**src/rtl/rr_grant_decoder_arb_if.sv**
```systemverilog
// Request/grant bundle between four masters and the round-robin arbiter.
`default_nettype none

interface rr_grant_decoder_arb_if;
  logic [3:0] req;
  logic [3:0] gnt;
  logic [1:0] gnt_idx;
  logic       gnt_valid;

  modport master (output req, input gnt, input gnt_idx, input gnt_valid);
  modport slave  (input req, output gnt, output gnt_idx, output gnt_valid);
endinterface

`default_nettype wire

```
**src/rtl/rr_grant_decoder_arb.sv**
```systemverilog
// Four-requester round-robin arbiter: registered grant index decoded to a one-hot
// grant, bounded tenure with a single idle turnaround cycle between owners.
`default_nettype none

module rr_grant_decoder_arb #(
  parameter int MAX_HOLD = 4,
  parameter int CNT_W    = 3
) (
  input  logic                  clk,
  input  logic                  rst_n,
  rr_grant_decoder_arb_if.slave bus
);

  localparam logic [1:0] S_IDLE    = 2'd0;
  localparam logic [1:0] S_BUSY    = 2'd1;
  localparam logic [1:0] S_HANDOFF = 2'd2;

  localparam logic [CNT_W-1:0] HOLD_MAX = CNT_W'(MAX_HOLD);
  localparam bit               PREEMPT  = (MAX_HOLD != 0);

  function automatic logic [3:0] decode2to4(input logic [1:0] idx);
    decode2to4 = 4'b0001 << idx;
  endfunction

  logic [1:0]       state;
  logic [1:0]       last;
  logic [1:0]       gnt_idx_q;
  logic             gnt_valid_q;
  logic [CNT_W-1:0] hold_cnt;

  logic [3:0] owner_dec;
  logic [1:0] win_idx;
  logic       win_found;
  logic [1:0] cand;
  logic       rel_drop;
  logic       rel_tenure;
  logic       hold_at_cap;

  assign owner_dec = decode2to4(gnt_idx_q);

  // Scan starts one past the last winner so every requester gets its turn.
  always_comb begin
    win_idx   = last;
    win_found = 1'b0;
    cand      = last;
    for (int i = 1; i <= 4; i++) begin
      cand = last + 2'(i);
      if (!win_found && bus.req[cand]) begin
        win_found = 1'b1;
        win_idx   = cand;
      end
    end
  end

  assign rel_drop    = !bus.req[gnt_idx_q];
  assign rel_tenure  = PREEMPT && (hold_cnt >= HOLD_MAX) && ((bus.req & ~owner_dec) != 4'b0000);
  // Without preemption the counter only needs to avoid wrapping.
  assign hold_at_cap = PREEMPT ? (hold_cnt >= HOLD_MAX) : (&hold_cnt);

  always_ff @(posedge clk or negedge rst_n) begin
    if (!rst_n) begin
      state       <= S_IDLE;
      last        <= 2'd3;
      gnt_idx_q   <= 2'd0;
      gnt_valid_q <= 1'b0;
      hold_cnt    <= '0;
    end else begin
      case (state)
        S_IDLE, S_HANDOFF: begin
          if (win_found) begin
            state       <= S_BUSY;
            gnt_idx_q   <= win_idx;
            gnt_valid_q <= 1'b1;
            last        <= win_idx;
            hold_cnt    <= CNT_W'(1);
          end else begin
            state <= S_IDLE;
          end
        end
        S_BUSY: begin
          if (rel_drop || rel_tenure) begin
            state       <= S_HANDOFF;
            gnt_valid_q <= 1'b0;
          end else if (!hold_at_cap) begin
            hold_cnt <= hold_cnt + CNT_W'(1);
          end
        end
        default: begin
          state       <= S_IDLE;
          gnt_valid_q <= 1'b0;
        end
      endcase
    end
  end

  assign bus.gnt       = owner_dec & {4{gnt_valid_q}};
  assign bus.gnt_idx   = gnt_idx_q;
  assign bus.gnt_valid = gnt_valid_q;

endmodule

`default_nettype wire

```
**src/flat_wrapper.sv**
```systemverilog
// flat-port wrapper written by rule: the top's interface ports become plain ports
module rr_grant_decoder_arb_flat 
#(
  parameter int MAX_HOLD = 4,
  parameter int CNT_W    = 3
)
  (clk, rst_n, bus_req, bus_gnt, bus_gnt_idx, bus_gnt_valid);
  rr_grant_decoder_arb_if bus_i ();
  input  logic clk;
  input  logic rst_n;
  input wire logic [$bits(bus_i.req)-1:0] bus_req;
  output wire logic [$bits(bus_i.gnt)-1:0] bus_gnt;
  output wire logic [$bits(bus_i.gnt_idx)-1:0] bus_gnt_idx;
  output wire logic [$bits(bus_i.gnt_valid)-1:0] bus_gnt_valid;
  assign bus_i.req = bus_req;
  assign bus_gnt = bus_i.gnt;
  assign bus_gnt_idx = bus_i.gnt_idx;
  assign bus_gnt_valid = bus_i.gnt_valid;
  rr_grant_decoder_arb #(.MAX_HOLD(MAX_HOLD), .CNT_W(CNT_W)) u_core (.clk(clk), .rst_n(rst_n), .bus(bus_i));
endmodule
```
**config.mk**
```make
export PLATFORM = sky130hd
export DESIGN_NAME = rr_grant_decoder_arb_flat
export DESIGN_NICKNAME = d
export VERILOG_FILES = /design/src/rtl/rr_grant_decoder_arb_if.sv /design/src/rtl/rr_grant_decoder_arb.sv /design/src/flat_wrapper.sv
export SDC_FILE = /design/constraint.sdc
export NUM_CORES = 1
export LEC_CHECK = 0
export BUFFER_PORTS_ARGS = -buffer_cell sky130_fd_sc_hd__buf_2
export CORE_MARGIN = 2
export CORE_UTILIZATION = 35
export DETAILED_ROUTE_END_ITERATION = 12
export PLACE_DENSITY = 0.64
export SLEW_MARGIN = 20
export SYNTH_ARGS = -nofsm -noshare
export SYNTH_HDL_FRONTEND = slang
export SYNTH_SLANG_ARGS = --single-unit
```
**constraint.sdc**
```tcl
create_clock -name clk -period 1.88 [get_ports clk]
set_clock_uncertainty 0.05 [all_clocks]
set_input_delay 0.282 -clock clk [delete_from_list [all_inputs] [get_ports clk]]
set_output_delay 0.282 -clock clk [all_outputs]
set_load 0.05 [all_outputs]
```
==> metrics.csv, run 1 <==
metric;value;unit
# port buffers;12;
Inserted Diodes;0;
pwr dens;1900;nW/um^2
FF-to-FF setup slack;0.23;ns
Worst Path Required;1.97;ns
Startpoint Class;flip-flop;
Fin. Hold Viols;0;
Final ANT Viol Nets;0;
Cell Chain, Critical Path;mux4_2 > nand2_2 > nor2_2 > mux2_4;
Post-Synthesis Cells;63;
global-route wire length before repair;1980;um
vias in the first global route;461;
Max Freq;606;MHz
Max IR drop VDD;0.726;mV
Worst path slowest cell;mux4_2;
detailed placement HPWL;883;um
CTS buffer count;3;
Hold-fix buffers, CTS;1;
Buf/Inv on CP;0;
# IOs;13;
sequential share of the synthesized area;0.411;
Leak;0.363;nW
Post-layout nets;88;
Max clock buf depth;2;
# Max-Cap Violations;0;
placed cell areas;697;um^2
largest net degree at the start of global routing;12;
Sink Count;10;
final setup margin;0.231;ns
fin crit share;0.877;
Post-synth EDFFs;0;
WL per Instance;12.1;um
fin crit period;1.65;ns
FFs w/ async S/R, synth;1.00;
Core Footprint;1690;um^2
RSZ-0062 raised after global routing;false;
GPL Wtd Cong;0.786;
CP arrival;1.74;ns
Initial Util;0.364;
Reg-to-Reg End;u_core.hold_cnt[1];
CP top delay family;multiplexers;
die width;45.9;um
hold slack;0.359;ns
Routed WL;1160;um
Initial DRC Count;10;
Post-Synthesis Cell Area;616;um^2
GRT Residual Overflow;0;
Max Slew Vio Count;0;
post-CTS resize count;0;
Slowest Stage Delay on Critical Path;0.58;ns
row cnt;15;
worst-path fanout max;11;
most frequent cells in the layout;buf_2 (12), nor2_1 (7), dfrtp_1 (7);
Residual DRC;0;
Global Route Usage Sum;0.128;
RR Startpoint;u_core.bus.gnt_idx[0];
Tot Pwr;1.39;mW
critical path class;flip-flop to flip-flop;
crit path capture type;flip-flop;
Post-CTS Setup Bufs;0;
initial antenna violation count;0;
Final Cell Area;733;um^2
Max-slew headroom;0.786;
CP Depth;4;
post-synthesis register bit count;10;
Die ar.;2110;um^2
Die Y;45.9;um
Setup TNS Final;0;ns
clock slew at reported path FFs;0.07;ns
Critical Path End;u_core.hold_cnt[1];
vias per cell;5.40;
YS warnings;0;
share of post-route cells with drive strength above 1;0.316;
clk_lat worst skew;0.26;ns
Critical Path Start;u_core.bus.gnt_idx[0];
Final setup violation count;0;
FF-to-FF path depth;4;
CTS H-tree lvls;1;
Pre-Repair DR Iteration Count;4;
TritonCTS clock tree;built;
Area growth syn-to-layout;19.1;%
Avg Inst Size Synth;9.77;um^2
syn nets;71;
Slew @ Worst Pin;0.320;ns
Netlist cell types;32;
via count;518;
status;finished clean;
pre-CTS setup slack;0.234;ns
Clock Tree Root;clkbuf_4;
leading register cell type out of synthesis;dfrtp_1;
hold crit path type;input port to async pin;
most common cell after layout, fill and taps aside;buf_2;
## flip-flops by register name, indices dropped and copies added, names as in the netlist
register / cells
u_core.bus.gnt_valid: 1
u_core.last: 2
u_core.bus.gnt_idx: 2
u_core.state: 2
u_core.hold_cnt: 3
## layer usage
layer | vias to the layer above | track usage | routed length [um]
li1 | 259 | - | -
met1 | 246 | 0.182 | 557
met2 | 11 | 0.197 | 553
met3 | 2 | 0.0238 | 33
met4 | 0 | 0.0343 | 19
met5 | - | 0 | 0
## cells in the mapped netlist (2+ instances only)
cell / number / share of area
o21a_1: 2 / 0.024
a21oi_1: 2 / 0.016
nor4b_1: 2 / 0.028
o21ai_0: 3 / 0.024
nand2_1: 2 / 0.012
nor3_1: 2 / 0.016
nor2_1: 8 / 0.049
dfstp_2: 2 / 0.085
dfrtp_1: 8 / 0.33
inv_1: 5 / 0.030
nor2b_1: 2 / 0.020
a21o_1: 4 / 0.049
ha_1: 2 / 0.041
## cell families after synthesis
logic type / after synthesis / share of synthesized area
AO/OA/AOI/OAI: 18 / 0.207
multiplexers: 3 / 0.0772
adder cells (fa/ha/maj): 2 / 0.0406
flip-flops: 10 / 0.411
AND/OR/NAND/NOR: 23 / 0.207
buffers and inverters: 7 / 0.0569
## power by group
part / switching [mW] / internal, mW
registers: 0.136 / 0.334
clock network: 0.0688 / 0.0817
logic: 0.474 / 0.297
total: 0.679 / 0.713
## cell type report
class,count,area [um^2]
clock buffer,4,26.3
fill,175,956
inverter,5,18.8
multi-input combinational,46,335
sequential,10,254
tap,17,21.3
timing repair buffer,14,77.6
## through the flow
step	std cells	utilization
floorplan	63	-
global placement	91	0.413
detailed placement	91	0.413
CTS	96	0.434
global route	96	0.434
finish	96	0.434
## worst register-to-register path, delay by kind of cell (launching register included)
kind             cells  cell delay (ns)
flip-flops           1             0.47
multiplexers         2             0.87
AND/OR/NAND/NOR      2             0.15
## worst min path at each step
stage / startpoint / end / slack, ns
after global placement: rst_n / u_core.bus.gnt_idx[1] / 0.10
final: rst_n / u_core.hold_cnt[0] / 0.36
after global routing: rst_n / u_core.hold_cnt[0] / 0.39
after CTS: rst_n / u_core.state[1] / 0.36
after detailed placement: rst_n / u_core.bus.gnt_idx[1] / 0.11
after floorplan: rst_n / u_core.bus.gnt_idx[0] / -0.06
Power figures use the tool's default switching activity.
==> run 2: changes to the inputs <==
- GPL_TIMING_DRIVEN: unset -> 0
==> run 2 against run 1 <==
Register-to-register slack about the same. Maximum frequency decreased by 0.31%. Critical path depth increased by 1. Combinational power rose by 8.7%. Non-clock buffer count is 1 higher. Clock power increased by 27%. Sequential power decreased by 10%. Via count is 4.2% higher. Largest cell class unchanged. Largest power group unchanged.
==> metrics.csv, run 2 (synthesized netlist as in run 1, its figures left out) <==
metric;value;unit
vias in the first global route;489;
max reg flops;3;
share of post-route cells with drive strength above 1;0.338;
clk_lat worst skew;0.26;ns
Final ANT Viol Nets;0;
die width;45.9;um
Max Slew Vio Count;0;
Cell Chain, Critical Path;buf_6 > mux4_2 > nand2_2 > nor2_2 > mux2_4;
Largest Register;u_core.hold_cnt;
Worst path slowest cell;mux4_2;
CP arrival;1.75;ns
crit path capture type;flip-flop;
# Max-Cap Violations;0;
Routed WL;1200;um
Startpoint Class;flip-flop;
Max Freq;604;MHz
Clock Tree Root;clkbuf_4;
Sw Share;0.474;
Global Route Usage Sum;0.137;
Inserted Diodes;0;
post-CTS resize count;0;
final setup margin;0.226;ns
Leak;0.374;nW
global-route track usage on met1;0.180;
CTS H-tree lvls;1;
initial antenna violation count;0;
worst-path fanout max;10;
Switch Pwr;0.689;mW
GR peak layer;met2;
Setup TNS Final;0;ns
row cnt;15;
area of the multi-input gates;335;um^2
pre-CTS setup slack;0.239;ns
Pre-Repair DR Iteration Count;4;
Post-layout nets;89;
Tot Pwr;1.45;mW
Final setup violation count;0;
# port buffers;12;
# IOs;13;
Die Y;45.9;um
register area;254;um^2
Residual DRC;0;
Sink Count;10;
Initial DRC Count;13;
Internal;0.764;mW
Max clock buf depth;2;
detailed placement HPWL;936;um
Worst Path Required;1.98;ns
largest net degree at the start of global routing;11;
FF-to-FF setup slack;0.23;ns
met2 usage in global routing;0.206;
RSZ-0062 raised after global routing;false;
Final Cell Area;752;um^2
sequential share of power;0.291;
Fin. Hold Viols;0;
hold slack;0.357;ns
CTS buffer count;3;
TritonCTS clock tree;built;
routing usage on met3;0.0238;
Area growth syn-to-layout;22.2;%
fin crit share;0.880;
most frequent cells in the layout;buf_2 (13), nor2_1 (7), dfrtp_1 (7);
most common cell after layout, fill and taps aside;buf_2;
Core Util, Final;0.445;
dpl cells;92;
Core Footprint;1690;um^2
Filler Cell Count;170;
WL per Instance;12.4;um
via count;540;
status;finished clean;
critical path class;flip-flop to flip-flop;
clock power share;0.132;
pwr dens;1930;nW/um^2
Max IR drop VDD;0.747;mV
Die ar.;2110;um^2
Finished Layout Cells;97;
GRT Residual Overflow;0;
global-route wire length before repair;2020;um
placed cell areas;706;um^2
hold crit path type;input port to async pin;
vias per cell;5.57;
Max-slew headroom;0.655;
GPL Wtd Cong;0.725;
fin crit period;1.65;ns
clock slew at reported path FFs;0.07;ns
Initial Util;0.364;
Slew @ Worst Pin;0.517;ns
Comb pwr share;0.577;
Slowest Stage Delay on Critical Path;0.55;ns
## run 2: cell types whose count changed in the layout (fill, tap and decap cells not counted)
cell      previous run  this run
buf_2               12        13
buf_4                1         0
buf_6                0         1
clkbuf_1             1         0
clkbuf_8             0         1
## run 2: power groups by stage
stage	Clock [mW]	Sequential [mW]	Combinational (mW)
3_5_place_dp	0	0.425	0.842
2_1_floorplan	0	0.521	0.574
3_3_place_gp	0	0.418	0.826
4_1_cts	0.201	0.422	0.847
5_1_grt	0.215	0.441	0.921
6_report	0.192	0.422	0.838
## run 2: what timing repair did
action | in CTS | in global routing
endpoints found under the hold margin | 8 | 0
hold buffers | 1 | 0
setup buffers | 0 | 0
## run 2: cell type report
type / count / area share
repair buffers: 13 / 0.0932
multi-input cells: 46 / 0.446
flip-flops and latches: 10 / 0.338
well taps: 17 / 0.0283
plain buffers: 2 / 0.0216
clock buffers: 4 / 0.0483
inverters: 5 / 0.0250
## run 2: layer usage
layer / vias up / wire length (um)
li1: 265 / -
met1: 256 / 590
met2: 14 / 530
met3: 5 / 42
met4: 0 / 34
met5: - / 0
## run 2: final timing paths
kind | startpoint | end | cells after the start
setup / recovery | u_core.bus.gnt_idx[0] | u_core.hold_cnt[1] | 5
hold / removal | rst_n | u_core.bus.gnt_idx[0] | 2
setup reg to reg | u_core.bus.gnt_idx[0] | u_core.hold_cnt[1] | 5
hold reg to reg | u_core.state[1] | u_core.bus.gnt_valid | 1
max in group asynchronous | rst_n | u_core.last[0] | 2
min in group clk | bus_req[0] | u_core.last[0] | 3
## run 2: worst max-delay path: cells and delay by family, from the launching register on
family	cells	cell delay, ns
AND/OR/NAND/NOR	2	0.15
multiplexers	2	0.84
flip-flops	1	0.36
buffers and inverters	1	0.13
==> run 3: changes to the inputs <==
- REMOVE_ABC_BUFFERS: unset -> 1
==> run 3 against run 2 <==
Sequential share of layout area increased by 0.99 points. Flip-flop and latch count unchanged. Register-to-register slack got worse by 0.07 ns. Critical path type unchanged. Highest routed layer is now met3.
==> metrics.csv, run 3 (synthesized netlist as in run 1, its figures left out) <==
metric;value;unit
Slew @ Worst Pin;0.594;ns
CTS H-tree lvls;1;
CTS buffer count;3;
GRT Residual Overflow;0;
Post-layout nets;87;
RSZ-0062 raised after global routing;false;
Setup TNS Final;0;ns
Worst path slowest cell;mux4_2;
# IOs;13;
Die ar.;2110;um^2
TritonCTS clock tree;built;
share of post-route cells with drive strength above 1;0.282;
Worst Path Required;1.98;ns
die width;45.9;um
Startpoint Class;flip-flop;
largest net degree at the start of global routing;12;
fin crit period;1.73;ns
Routed WL;1280;um
vias per cell;5.57;
detailed placement HPWL;949;um
max reg flops;3;
initial antenna violation count;0;
clock slew at reported path FFs;0.07;ns
worst-path fanout max;11;
Max clock buf depth;2;
CP top delay family;multiplexers;
Initial DRC Count;12;
Initial Util;0.364;
Largest Register;u_core.hold_cnt;
Residual DRC;0;
hold slack;0.353;ns
post-CTS resize count;0;
most frequent cells in the layout;buf_2 (12), nor2_1 (8), dfrtp_1 (8);
# Max-Cap Violations;0;
Core Footprint;1690;um^2
Final setup violation count;0;
Max Freq;579;MHz
Fin. Hold Viols;0;
status;finished clean;
GPL Wtd Cong;0.840;
Clock Tree Root;clkbuf_4;
FF-to-FF setup slack;0.15;ns
Inserted Diodes;0;
fin crit share;0.919;
most common cell after layout, fill and taps aside;buf_2;
CP arrival;1.83;ns
# port buffers;12;
Global Route Usage Sum;0.137;
Post-CTS Setup Bufs;0;
Buf/Inv on CP;0;
via count;529;
Slowest Stage Delay on Critical Path;0.61;ns
Max IR drop VDD;0.794;mV
clk_lat worst skew;0.26;ns
global-route wire length before repair;1990;um
vias in the first global route;466;
Die Y;45.9;um
Sink Count;10;
Cell Chain, Critical Path;mux4_2 > nand2_2 > nor2_2 > mux2_4;
critical path class;flip-flop to flip-flop;
Leak;0.363;nW
WL per Instance;13.4;um
Final ANT Viol Nets;0;
crit path capture type;flip-flop;
hold crit path type;input port to async pin;
row cnt;15;
Area growth syn-to-layout;18.1;%
pwr dens;1940;nW/um^2
Pre-Repair DR Iteration Count;4;
Max Slew Vio Count;0;
Max-slew headroom;0.604;
-- run 3: stage by stage --
stage | power [mW] | setup WS (ns) | std cells | cell area, um^2 | utilization
6_report | 1.41 | 0.152 | 95 | 727 | 0.430
5_1_grt | 1.53 | 0.0833 | 95 | 727 | 0.430
4_1_cts | 1.43 | 0.147 | 95 | 727 | 0.430
3_5_place_dp | 1.23 | 0.148 | 90 | 681 | 0.403
3_3_place_gp | 1.20 | 0.171 | 90 | 681 | 0.403
2_1_floorplan | 1.05 | -0.347 | 61 | 599 | -
-- run 3: what timing repair did --
item,CTS,global route
endpoints found under the setup margin,0,0
hold buffers,1,0
hold endpoints to repair,8,0
-- run 3: report_power, final --
group          internal (mW)  switching (mW)
Combinational          0.279           0.476
Sequential             0.332           0.136
Clock                  0.117          0.0728
-- run 3: cell type report --
cell class,count,area [um^2]
Clock buffer,4,36.3
Multi-Input combinational cell,46,328
Tap cell,17,21.3
Sequential cell,10,253
Timing Repair Buffer,13,70.1
Fill cell,177,962
Inverter,5,18.8
-- run 3: worst paths after layout --
| check | start | to | cells after the start |
|---|---|---|---|
| hold reg to reg | u_core.state[1] | u_core.bus.gnt_valid | 1 |
| setup / recovery | u_core.bus.gnt_idx[0] | u_core.hold_cnt[1] | 4 |
| hold / removal | rst_n | u_core.hold_cnt[0] | 2 |
| min in group clk | bus_req[0] | u_core.last[0] | 3 |
| max in group asynchronous | rst_n | u_core.last[1] | 2 |
| setup reg to reg | u_core.bus.gnt_idx[0] | u_core.hold_cnt[1] | 4 |
-- run 3: metal layers --
metal	GRT usage	part of all wire	vias to the layer above
li1	-	-	259
met1	0.170	0.47	257
met2	0.217	0.49	13
met3	0.0119	0.044	0
met4	0.103	0	0
met5	0	0	-
